==> config.mk <==
export PLATFORM = sky130hd
export DESIGN_NAME = expand_pair_issue_flat
export DESIGN_NICKNAME = d
export VERILOG_FILES = /design/src/rtl/expand_pair_issue_if.sv /design/src/rtl/expand_pair_issue.sv /design/src/flat_wrapper.sv
export SDC_FILE = /design/constraint.sdc
export NUM_CORES = 1
export LEC_CHECK = 0
export ABC_AREA = 1
export CAP_MARGIN = 20
export CORE_MARGIN = 1
export CORE_UTILIZATION = 40
export DETAILED_ROUTE_END_ITERATION = 8
export HOLD_SLACK_MARGIN = 0.02
export PLACE_DENSITY = 0.68
export SYNTH_ARGS = -nofsm -noshare
export SYNTH_HDL_FRONTEND = slang
export SYNTH_SLANG_ARGS = --single-unit
==> constraint.sdc <==
create_clock -name clk_i -period 13.66 [get_ports clk_i]
set_clock_uncertainty 0.15 [all_clocks]
set_input_delay 2.732 -clock clk_i [delete_from_list [all_inputs] [get_ports clk_i]]
set_output_delay 2.732 -clock clk_i [all_outputs]
set_load 0.02 [all_outputs]
==> src/rtl/expand_pair_issue_if.sv <==
// Handshake and result bundle between the expand paths, the pairing FIFOs and the float adder.
interface expand_pair_issue_if #(
  parameter int DATA_W = 48,
  parameter int DEPTH  = 8
);
  localparam int FW = $clog2(DEPTH) + 1;

  logic [DATA_W-1:0] exp1_data_i;
  logic              exp1_valid_i;
  logic              exp1_ready_o;
  logic [DATA_W-1:0] exp2_data_i;
  logic              exp2_valid_i;
  logic              exp2_ready_o;
  logic              stall_i;
  logic              flush_i;
  logic [DATA_W-1:0] expand_1_o;
  logic [DATA_W-1:0] expand_2_o;
  logic              add_en_o;
  logic              sum_valid_o;
  logic [FW-1:0]     fill1_o;
  logic [FW-1:0]     fill2_o;
  logic [15:0]       pair_cnt_o;

  modport slave (
    input  exp1_data_i, exp1_valid_i, exp2_data_i, exp2_valid_i, stall_i, flush_i,
    output exp1_ready_o, exp2_ready_o, expand_1_o, expand_2_o, add_en_o, sum_valid_o,
           fill1_o, fill2_o, pair_cnt_o
  );

  modport master (
    output exp1_data_i, exp1_valid_i, exp2_data_i, exp2_valid_i, stall_i, flush_i,
    input  exp1_ready_o, exp2_ready_o, expand_1_o, expand_2_o, add_en_o, sum_valid_o,
           fill1_o, fill2_o, pair_cnt_o
  );
endinterface

==> src/rtl/expand_pair_issue.sv <==
// Buffers the two expand result streams, issues in-order operand pairs to the float adder and
// flags when each adder sum becomes valid.
module expand_pair_issue #(
  parameter int DATA_W  = 48,
  parameter int DEPTH   = 8,
  parameter int ADD_LAT = 2
) (
  input logic               clk_i,
  input logic               rst_i,
  expand_pair_issue_if.slave bus
);
  localparam int AW = $clog2(DEPTH);
  localparam int FW = AW + 1;
  localparam logic [FW-1:0] FULL = FW'(DEPTH);

  logic [DATA_W-1:0] mem1 [DEPTH];
  logic [DATA_W-1:0] mem2 [DEPTH];
  logic [AW-1:0]     wr1, rd1, wr2, rd2;
  logic [FW-1:0]     fill1, fill2;
  logic              push1, push2, issue;

  logic [DATA_W-1:0] expand_1_p0, expand_2_p0;
  logic              vld_p0;
  logic [15:0]       pair_cnt;
  logic [ADD_LAT-1:0] sum_vld_p;

  // Ready drops during reset and flush so no word is lost into a FIFO being cleared.
  assign bus.exp1_ready_o = (fill1 != FULL) && !bus.flush_i && !rst_i;
  assign bus.exp2_ready_o = (fill2 != FULL) && !bus.flush_i && !rst_i;
  assign push1 = bus.exp1_valid_i && bus.exp1_ready_o;
  assign push2 = bus.exp2_valid_i && bus.exp2_ready_o;
  assign issue = (fill1 != '0) && (fill2 != '0) && !bus.stall_i && !bus.flush_i;

  always_ff @(posedge clk_i) begin
    if (push1) mem1[wr1] <= bus.exp1_data_i;
    if (push2) mem2[wr2] <= bus.exp2_data_i;
  end

  // Stage p0: FIFO heads captured into the adder operand registers.
  always_ff @(posedge clk_i or posedge rst_i) begin
    if (rst_i) begin
      wr1         <= '0;
      rd1         <= '0;
      wr2         <= '0;
      rd2         <= '0;
      fill1       <= '0;
      fill2       <= '0;
      vld_p0      <= 1'b0;
      expand_1_p0 <= '0;
      expand_2_p0 <= '0;
      pair_cnt    <= '0;
    end else if (bus.flush_i) begin
      wr1    <= '0;
      rd1    <= '0;
      wr2    <= '0;
      rd2    <= '0;
      fill1  <= '0;
      fill2  <= '0;
      vld_p0 <= 1'b0;
    end else begin
      if (push1) wr1 <= wr1 + AW'(1);
      if (push2) wr2 <= wr2 + AW'(1);
      fill1  <= fill1 + FW'(push1) - FW'(issue);
      fill2  <= fill2 + FW'(push2) - FW'(issue);
      vld_p0 <= issue;
      if (issue) begin
        rd1         <= rd1 + AW'(1);
        rd2         <= rd2 + AW'(1);
        expand_1_p0 <= mem1[rd1];
        expand_2_p0 <= mem2[rd2];
        pair_cnt    <= pair_cnt + 16'd1;
      end
    end
  end

  // Adder latency tracker; flush leaves in-flight sums alone, only reset discards them.
  always_ff @(posedge clk_i or posedge rst_i) begin
    if (rst_i) begin
      sum_vld_p <= '0;
    end else begin
      sum_vld_p[0] <= vld_p0;
      for (int i = 1; i < ADD_LAT; i++) sum_vld_p[i] <= sum_vld_p[i-1];
    end
  end

  assign bus.expand_1_o  = expand_1_p0;
  assign bus.expand_2_o  = expand_2_p0;
  assign bus.add_en_o    = vld_p0;
  assign bus.sum_valid_o = sum_vld_p[ADD_LAT-1];
  assign bus.fill1_o     = fill1;
  assign bus.fill2_o     = fill2;
  assign bus.pair_cnt_o  = pair_cnt;
endmodule

==> src/flat_wrapper.sv <==
// flat-port wrapper written by rule: the top's interface ports become plain ports
module expand_pair_issue_flat 
#(
  parameter int DATA_W  = 48,
  parameter int DEPTH   = 8,
  parameter int ADD_LAT = 2
)
  (clk_i, rst_i, bus_exp1_data_i, bus_exp1_valid_i, bus_exp2_data_i, bus_exp2_valid_i, bus_stall_i, bus_flush_i, bus_exp1_ready_o, bus_exp2_ready_o, bus_expand_1_o, bus_expand_2_o, bus_add_en_o, bus_sum_valid_o, bus_fill1_o, bus_fill2_o, bus_pair_cnt_o);
  expand_pair_issue_if #(.DATA_W(DATA_W), .DEPTH(DEPTH)) bus_i ();
  input logic clk_i;
  input logic rst_i;
  input wire logic [$bits(bus_i.exp1_data_i)-1:0] bus_exp1_data_i;
  input wire logic [$bits(bus_i.exp1_valid_i)-1:0] bus_exp1_valid_i;
  input wire logic [$bits(bus_i.exp2_data_i)-1:0] bus_exp2_data_i;
  input wire logic [$bits(bus_i.exp2_valid_i)-1:0] bus_exp2_valid_i;
  input wire logic [$bits(bus_i.stall_i)-1:0] bus_stall_i;
  input wire logic [$bits(bus_i.flush_i)-1:0] bus_flush_i;
  output wire logic [$bits(bus_i.exp1_ready_o)-1:0] bus_exp1_ready_o;
  output wire logic [$bits(bus_i.exp2_ready_o)-1:0] bus_exp2_ready_o;
  output wire logic [$bits(bus_i.expand_1_o)-1:0] bus_expand_1_o;
  output wire logic [$bits(bus_i.expand_2_o)-1:0] bus_expand_2_o;
  output wire logic [$bits(bus_i.add_en_o)-1:0] bus_add_en_o;
  output wire logic [$bits(bus_i.sum_valid_o)-1:0] bus_sum_valid_o;
  output wire logic [$bits(bus_i.fill1_o)-1:0] bus_fill1_o;
  output wire logic [$bits(bus_i.fill2_o)-1:0] bus_fill2_o;
  output wire logic [$bits(bus_i.pair_cnt_o)-1:0] bus_pair_cnt_o;
  assign bus_i.exp1_data_i = bus_exp1_data_i;
  assign bus_i.exp1_valid_i = bus_exp1_valid_i;
  assign bus_i.exp2_data_i = bus_exp2_data_i;
  assign bus_i.exp2_valid_i = bus_exp2_valid_i;
  assign bus_i.stall_i = bus_stall_i;
  assign bus_i.flush_i = bus_flush_i;
  assign bus_exp1_ready_o = bus_i.exp1_ready_o;
  assign bus_exp2_ready_o = bus_i.exp2_ready_o;
  assign bus_expand_1_o = bus_i.expand_1_o;
  assign bus_expand_2_o = bus_i.expand_2_o;
  assign bus_add_en_o = bus_i.add_en_o;
  assign bus_sum_valid_o = bus_i.sum_valid_o;
  assign bus_fill1_o = bus_i.fill1_o;
  assign bus_fill2_o = bus_i.fill2_o;
  assign bus_pair_cnt_o = bus_i.pair_cnt_o;
  expand_pair_issue #(.DATA_W(DATA_W), .DEPTH(DEPTH), .ADD_LAT(ADD_LAT)) u_core (.clk_i(clk_i), .rst_i(rst_i), .bus(bus_i));
endmodule
==> results of run 1 <==
==> synth_stat cells, drive strengths merged <==
master,instances
fa,2
xnor2,3
nor2,31
nand4,4
nand3b,2
inv,335
a21oi,5
a31oi,1
ha,17
nor3,8
nand2,1431
or2,2
nand3,409
edfxtp,768
xor2,7
clkbuf,43
buf,133
o21ai,110
dfrtp,135
==> power by group through the flow <==
stage                     Sequential (mW)  Clock [mW]  Combinational [mW]
after floorplan                      3.49           0               0.708
after global placement               3.37           0                1.37
after CTS                            3.32        2.55                1.41
after detailed placement             3.37           0                1.40
final                                3.31        2.49                1.39
after global routing                 3.34        2.65                1.55
==> final timing paths <==
kind | endpoint | start | cells past startpoint | slack (ns)
worst min-delay path | u_core.sum_vld_p[1] | u_core.sum_vld_p[0] | 0 | 0.20
min in group asynchronous | u_core.bus.fill1_o[0] | rst_i | 2 | 2.38
worst min register to register | u_core.sum_vld_p[1] | u_core.sum_vld_p[0] | 0 | 0.20
worst max-delay path | bus_exp1_ready_o | bus_flush_i | 5 | 6.25
max in group asynchronous | u_core.rd1[1] | rst_i | 4 | 9.35
worst max register to register | u_core.bus.expand_2_o[9] | u_core.rd2[0] | 7 | 10.06
==> flip-flops by register name (all words and copies together) (netlist names) <==
signal / count
u_core.rd1: 3
u_core.sum_vld_p: 2
u_core.rd2: 3
u_core.wr2: 3
u_core.bus.expand_1_o: 48
u_core.bus.fill2_o: 4
u_core.bus.fill1_o: 4
u_core.mem1: 384
u_core.bus.pair_cnt_o: 16
u_core.bus.expand_2_o: 48
u_core.wr1: 3
u_core.mem2: 384
u_core.bus.add_en_o: 1
==> metal layers <==
| layer | track usage | vias up |
|---|---|---|
| met2 | 0.327 | 732 |
| met4 | 0.0587 | 14 |
| met5 | 0 | - |
| met1 | 0.235 | 11622 |
| li1 | - | 11671 |
| met3 | 0.0518 | 167 |
==> cell type report <==
| class | count | area, µm² | share of cell area |
|---|---|---|---|
| tap | 1243 | 1560 | 0.0357 |
| clock inverter | 41 | 365 | 0.00839 |
| clock buffer | 132 | 2650 | 0.0608 |
| antenna | 4 | 10.0 | 0.000230 |
| multi-input combinational | 2032 | 8700 | 0.200 |
| timing repair buffer | 260 | 2550 | 0.0585 |
| inverter | 335 | 1270 | 0.0292 |
| sequential | 903 | 26500 | 0.608 |
==> cell families (layout without fill, tap and decap cells) <==
group	after synthesis	count (layout)	share of synthesized area
AO/OA/AOI/OAI	116	116	0.0156
XOR/XNOR	10	10	0.00235
adder cells (fa/ha/maj)	19	19	0.00678
other	0	4	0
buffers and inverters	511	768	0.0603
AND/OR/NAND/NOR	1887	1887	0.206
flip-flops	903	903	0.709
==> critical path, delay by kind of cell <==
kind,cells,cell delay [ns]
compound gates,1,0.14
buf+inv,3,1.40
simple gates,1,0.24
==> metrics.yaml, run 1 <==
run_status:
  status: "finished, final reports clean"
pwr:
  swShare: 0.286
  intPower_mw: 5.14
  p_leak_nw: 17.5
  comb_power_share: 0.193
  p_clk_frac: 0.347
  power_switching_mw: 2.06
  ir_drop_uv: 136
  power_frac_seq: 0.460
  powerDensity_mw_per_mm2: 165
  p_total_mw: 7.20
routing:
  drt-met1-wl_um: 36200
  first_iter_violations: 1975
  wl_um: 89600
  routed_via_density: 4.89
  ant_nets: 0
  routed-wl-met3_um: 7270
  via_count: 24206
  topRoutingLayerUsed: "met5"
  met2WireLength_um: 43900
  first_pass_iters: 6
  route.detailed.drc: 0
  avgRoutedWirePerCell_um: 18.1
place:
  placed_area_mm2: 0.0405
  pre_cts_ws_ns: 6.22
  hpwlAfterDp_um: 45400
  dp.cells: 4773
  gp_congestion: 0.754
  port_buffers: 225
timing:
  timing.slew.headroom: 0.269
  worst_slack_ns: 6.25
  finalSetupViolCount: 0
  hold_ws_ns: 0.199
  report.final.slew_viol_count: 0
  max_freq_mhz: 135
  setup_tns_ns: 0
  layout_min_cycle_time_ns: 7.41
  rsz0062_at_grt: "false"
  hold_viol: 0
  worstMarginPinSlew_ns: 1.10
  finalCritPeriodShare: 0.542
synthesis:
  seq_area_frac_synth: 0.709
  yosysTopAreaCell: "edfxtp_1"
  synth.avg_cell_area_um2: 10.8
  ys_ff_latch: 903
  synth_area_leaders: "edfxtp_1 62%, nand2_1 14%, dfrtp_1 9.1%"
  yosys_warnings: 0
  synth_cell_types: 28
  synth_nets: 3567
  synth_area_mm2: 0.0373
  synthCells: 3446
  yosysTopAreaCellShare: 0.619
cells_and_area:
  drive_above_1_share: 0.0570
  nFillCells: 8191
  syn_to_final_growth_pct: 16.8
  fin_util: 0.474
  final_common_cell: "nand2_1"
  fin_cells: 4950
  final_nets: 3746
  final_cell_mix: "1430 x nand2_1, 768 x edfxtp_1, 407 x nand3_1, 326 x inv_1, 225 x clkdlybuf4s50_1"
  design_area_mm2: 0.0435
die:
  dieArea_mm2: 0.0944
  fp.coreArea_mm2: 0.0919
  die_y_um: 307
  die_w_um: 307
  initial_core_util: 0.405
  rows: 111
  pin_count: 226
cts:
  cts.hold.buffers_added: 0
  clock_sinks: 903
  path_clk_slew_ns: 0.06
  cts_resized: 0
  cts_tree: "built"
  cts_buffers: 93
  cts-root-buf: "clkbuf_16"
  cts_max_level: 3
  clk_latency_ns: 0.65
  post_cts_buffers: 0
  cts.path.max_buffers: 3
global_route:
  gr-usage-all-layers: 0.191
  grt_pass1_wl_um: 137000
  antenna_found_initial: 10
  gr-total-overflow: 0
  grt_pass1_vias: 23739
  grt_start_max_net_pins: 203
critical_path:
  slowest_delay_ns: 0.71
  critPathMaxFanout: 9
  critPathSlowestCell: "clkdlybuf4s50_1"
  crit_type: "input pin to primary output"
  worstPathArrival_ns: 4.53
  crit_chain: "clkdlybuf4s50_1, nor2_4, inv_1, a31oi_1, clkdlybuf4s50_1"
  cp-end-kind: "primary output"
  path_common_cell: "clkdlybuf4s50_1"
  cp-start-kind: "input pin"
  required_ns: 10.78
min_path:
  worst_hold_path_type: "flop to flop"
job:
  maxCapViolations: 0
Note: power is estimated with default switching activity, not from simulation.
==> inputs of run 2 (changes only) <==
--- a/config.mk
+++ b/config.mk
@@ -11,7 +11,7 @@
 export CORE_UTILIZATION = 40
 export DETAILED_ROUTE_END_ITERATION = 8
 export HOLD_SLACK_MARGIN = 0.02
-export PLACE_DENSITY = 0.68
+export PLACE_DENSITY = 0.71
 export SYNTH_ARGS = -nofsm -noshare
 export SYNTH_HDL_FRONTEND = slang
 export SYNTH_SLANG_ARGS = --single-unit
==> constraint.sdc (replaced) <==
create_clock -name clk_i -period 6.3 [get_ports clk_i]
set_clock_uncertainty 0.15 [all_clocks]
set_input_delay 1.26 -clock clk_i [delete_from_list [all_inputs] [get_ports clk_i]]
set_output_delay 1.26 -clock clk_i [all_outputs]
set_load 0.02 [all_outputs]
==> metrics.yaml, run 2 (same netlist as run 1, synthesis figures left out) <==
min_path:
  holdPathStages: 0  # unchanged
  hold_end: "u_core.sum_vld_p[1]"
  hold_path_startpoint: "u_core.sum_vld_p[0]"
  worst_hold_path_type: "flop to flop"
die:
  rows: 111  # unchanged
  initial_core_util: 0.405  # unchanged
  die_y_um: 307  # unchanged
  fp.coreArea_mm2: 0.0919  # unchanged
  die_w_um: 307  # unchanged
  dieArea_mm2: 0.0944  # unchanged
  pin_count: 226  # unchanged
routing:
  via_count: 24230  # +0.099%
  avgRoutedWirePerCell_um: 17.7  # -2.1%
  wl_um: 87800  # -2.0%
  first_pass_iters: 7  # +1
  ant_nets: 0  # unchanged
  routed_via_density: 4.89  # about the same
  first_iter_violations: 2059  # +4.3%
  route.detailed.drc: 0  # unchanged
timing:
  finalSetupViolCount: 0  # unchanged
  worstMarginPinSlew_ns: 1.10  # +0.00866 ns
  timing.slew.headroom: 0.264  # -0.00577
  rsz0062_at_grt: "false"
  report.final.slew_viol_count: 0  # unchanged
  hold_viol: 0  # unchanged
  setup_tns_ns: 0  # unchanged
  finalCritPeriodShare: 0.700
  max_freq_mhz: 227
  layout_min_cycle_time_ns: 4.41
place:
  gp_congestion: 0.772  # +2.5%
  hpwlAfterDp_um: 47000  # +3.5%
  placed_area_mm2: 0.0406  # about the same
  port_buffers: 225  # unchanged
global_route:
  gr-total-overflow: 0  # unchanged
  grt_pass1_vias: 23517  # -0.94%
  grt_start_max_net_pins: 104  # -49%
  gr-usage-all-layers: 0.187  # -0.00440
  antenna_found_initial: 15  # +5
  grt_pass1_wl_um: 135000  # -1.5%
critical_path:
  worstPathArrival_ns: 3.00  # -1.53 ns
  critPathMaxFanout: 9  # unchanged
  crit_type: "input pin to primary output"
  r2r_start: "u_core.rd2[0]"
  r2r_end: "u_core.bus.expand_2_o[19]"
  cp-start-kind: "input pin"
  required_ns: 4.89  # -5.89 ns
  ff2ff_setup_slack_ns: 2.83  # -7.23 ns
  r2r_cells: 7  # unchanged
  cp-end-kind: "primary output"
cells_and_area:
  drive_above_1_share: 0.0566  # -0.000331
  top_regs: "u_core.mem1 x384, u_core.mem2 x384"
  syn_to_final_growth_pct: 16.7  # about the same
  final_common_cell: "nand2_1"
  seq_area_mm2: 0.0265  # unchanged
  nFillCells: 8120  # -0.87%
  final_nets: 3750  # +0.11%
  design_area_mm2: 0.0435  # about the same
  final_cell_mix: "1430 x nand2_1, 768 x edfxtp_1, 407 x nand3_1, 326 x inv_1, 225 x clkdlybuf4s50_1"
  multi_input_area_mm2: 0.00870  # unchanged
job:
  maxCapViolations: 0  # unchanged
cts:
  cts_max_level: 3  # unchanged
  cts-root-buf: "clkbuf_16"
  clock_sinks: 903  # unchanged
  cts_buffers: 92  # -1.1%
  cts_tree: "built"
  cts.hold.buffers_added: 0  # unchanged
  clk_latency_ns: 0.65  # about the same
  post_cts_buffers: 0  # unchanged
  cts_resized: 0  # unchanged
  path_clk_slew_ns: 0.06  # about the same
  cts.path.max_buffers: 3  # unchanged
pwr:
  powerDensity_mw_per_mm2: 357  # +120%
  ir_drop_uv: 273  # +100%
  p_leak_nw: 17.5  # about the same
run_status:
  status: "finished, final reports clean"
-- run 2: cell types whose count changed in the layout (fill, tap and decap cells not counted), sizes merged --
cell,before,now
bufinv,5,6
buf,35,40
clkinvlp,3,0
diode,4,5
clkbuf,132,134
clkinv,31,30
-- run 2: area by class of cell --
class	instances	share of cell area
clock buffer	134	0.0591
tap	1243	0.0357
timing repair buffer	265	0.0591
inverter	335	0.0292
clock inverter	38	0.00851
sequential	903	0.608
antenna	5	0.000288
multi-input combinational	2032	0.200
-- run 2: power breakdown --
part	internal, mW	total (mW)	switching, mW
combinational	1.13	3.00	1.86
sequential	6.88	7.22	0.348
clock	3.08	5.30	2.22
-- run 2: worst max-delay path: stages --
cell and delay [ns]:
clkdlybuf4s50_1 0.67, nor2_4 0.23, inv_1 0.07, a31oi_1 0.14
clkdlybuf4s50_1 0.63
-- run 2: worst max-delay path by stage --
stage | start | endpoint | slack, ns | cells past startpoint
floorplan | bus_flush_i | u_core.mem1[7][0] | 0.65 | 4
global placement | bus_flush_i | u_core.mem1[4][15] | 1.88 | 7
detailed placement | bus_flush_i | u_core.mem1[4][19] | 1.84 | 7
CTS | bus_flush_i | bus_exp1_ready_o | 1.88 | 5
global route | bus_flush_i | bus_exp2_ready_o | 1.82 | 5
finish | bus_flush_i | bus_exp1_ready_o | 1.89 | 5
-- run 2: per-layer routing --
| metal | routed length (µm) | vias up | share of wire | track usage |
|---|---|---|---|---|
| li1 | - | 11675 | - | - |
| met1 | 35700 | 11635 | 0.41 | 0.232 |
| met2 | 43500 | 753 | 0.50 | 0.322 |
| met3 | 6780 | 145 | 0.077 | 0.0471 |
| met4 | 1690 | 22 | 0.019 | 0.0521 |
| met5 | 144 | - | 0.0016 | 0 |
-- run 2: metrics by stage --
stage,hold WS (ns),total power [mW],setup WS [ns],utilization,std cells
floorplan,0.181,9.10,0.648,-,3446
global placement,0.190,10.3,1.88,0.441,4777
detailed placement,0.193,10.4,1.84,0.441,4778
CTS,0.206,15.7,1.88,0.473,4950
global route,0.217,16.2,1.82,0.473,4954
finish,0.205,15.5,1.89,0.473,4955
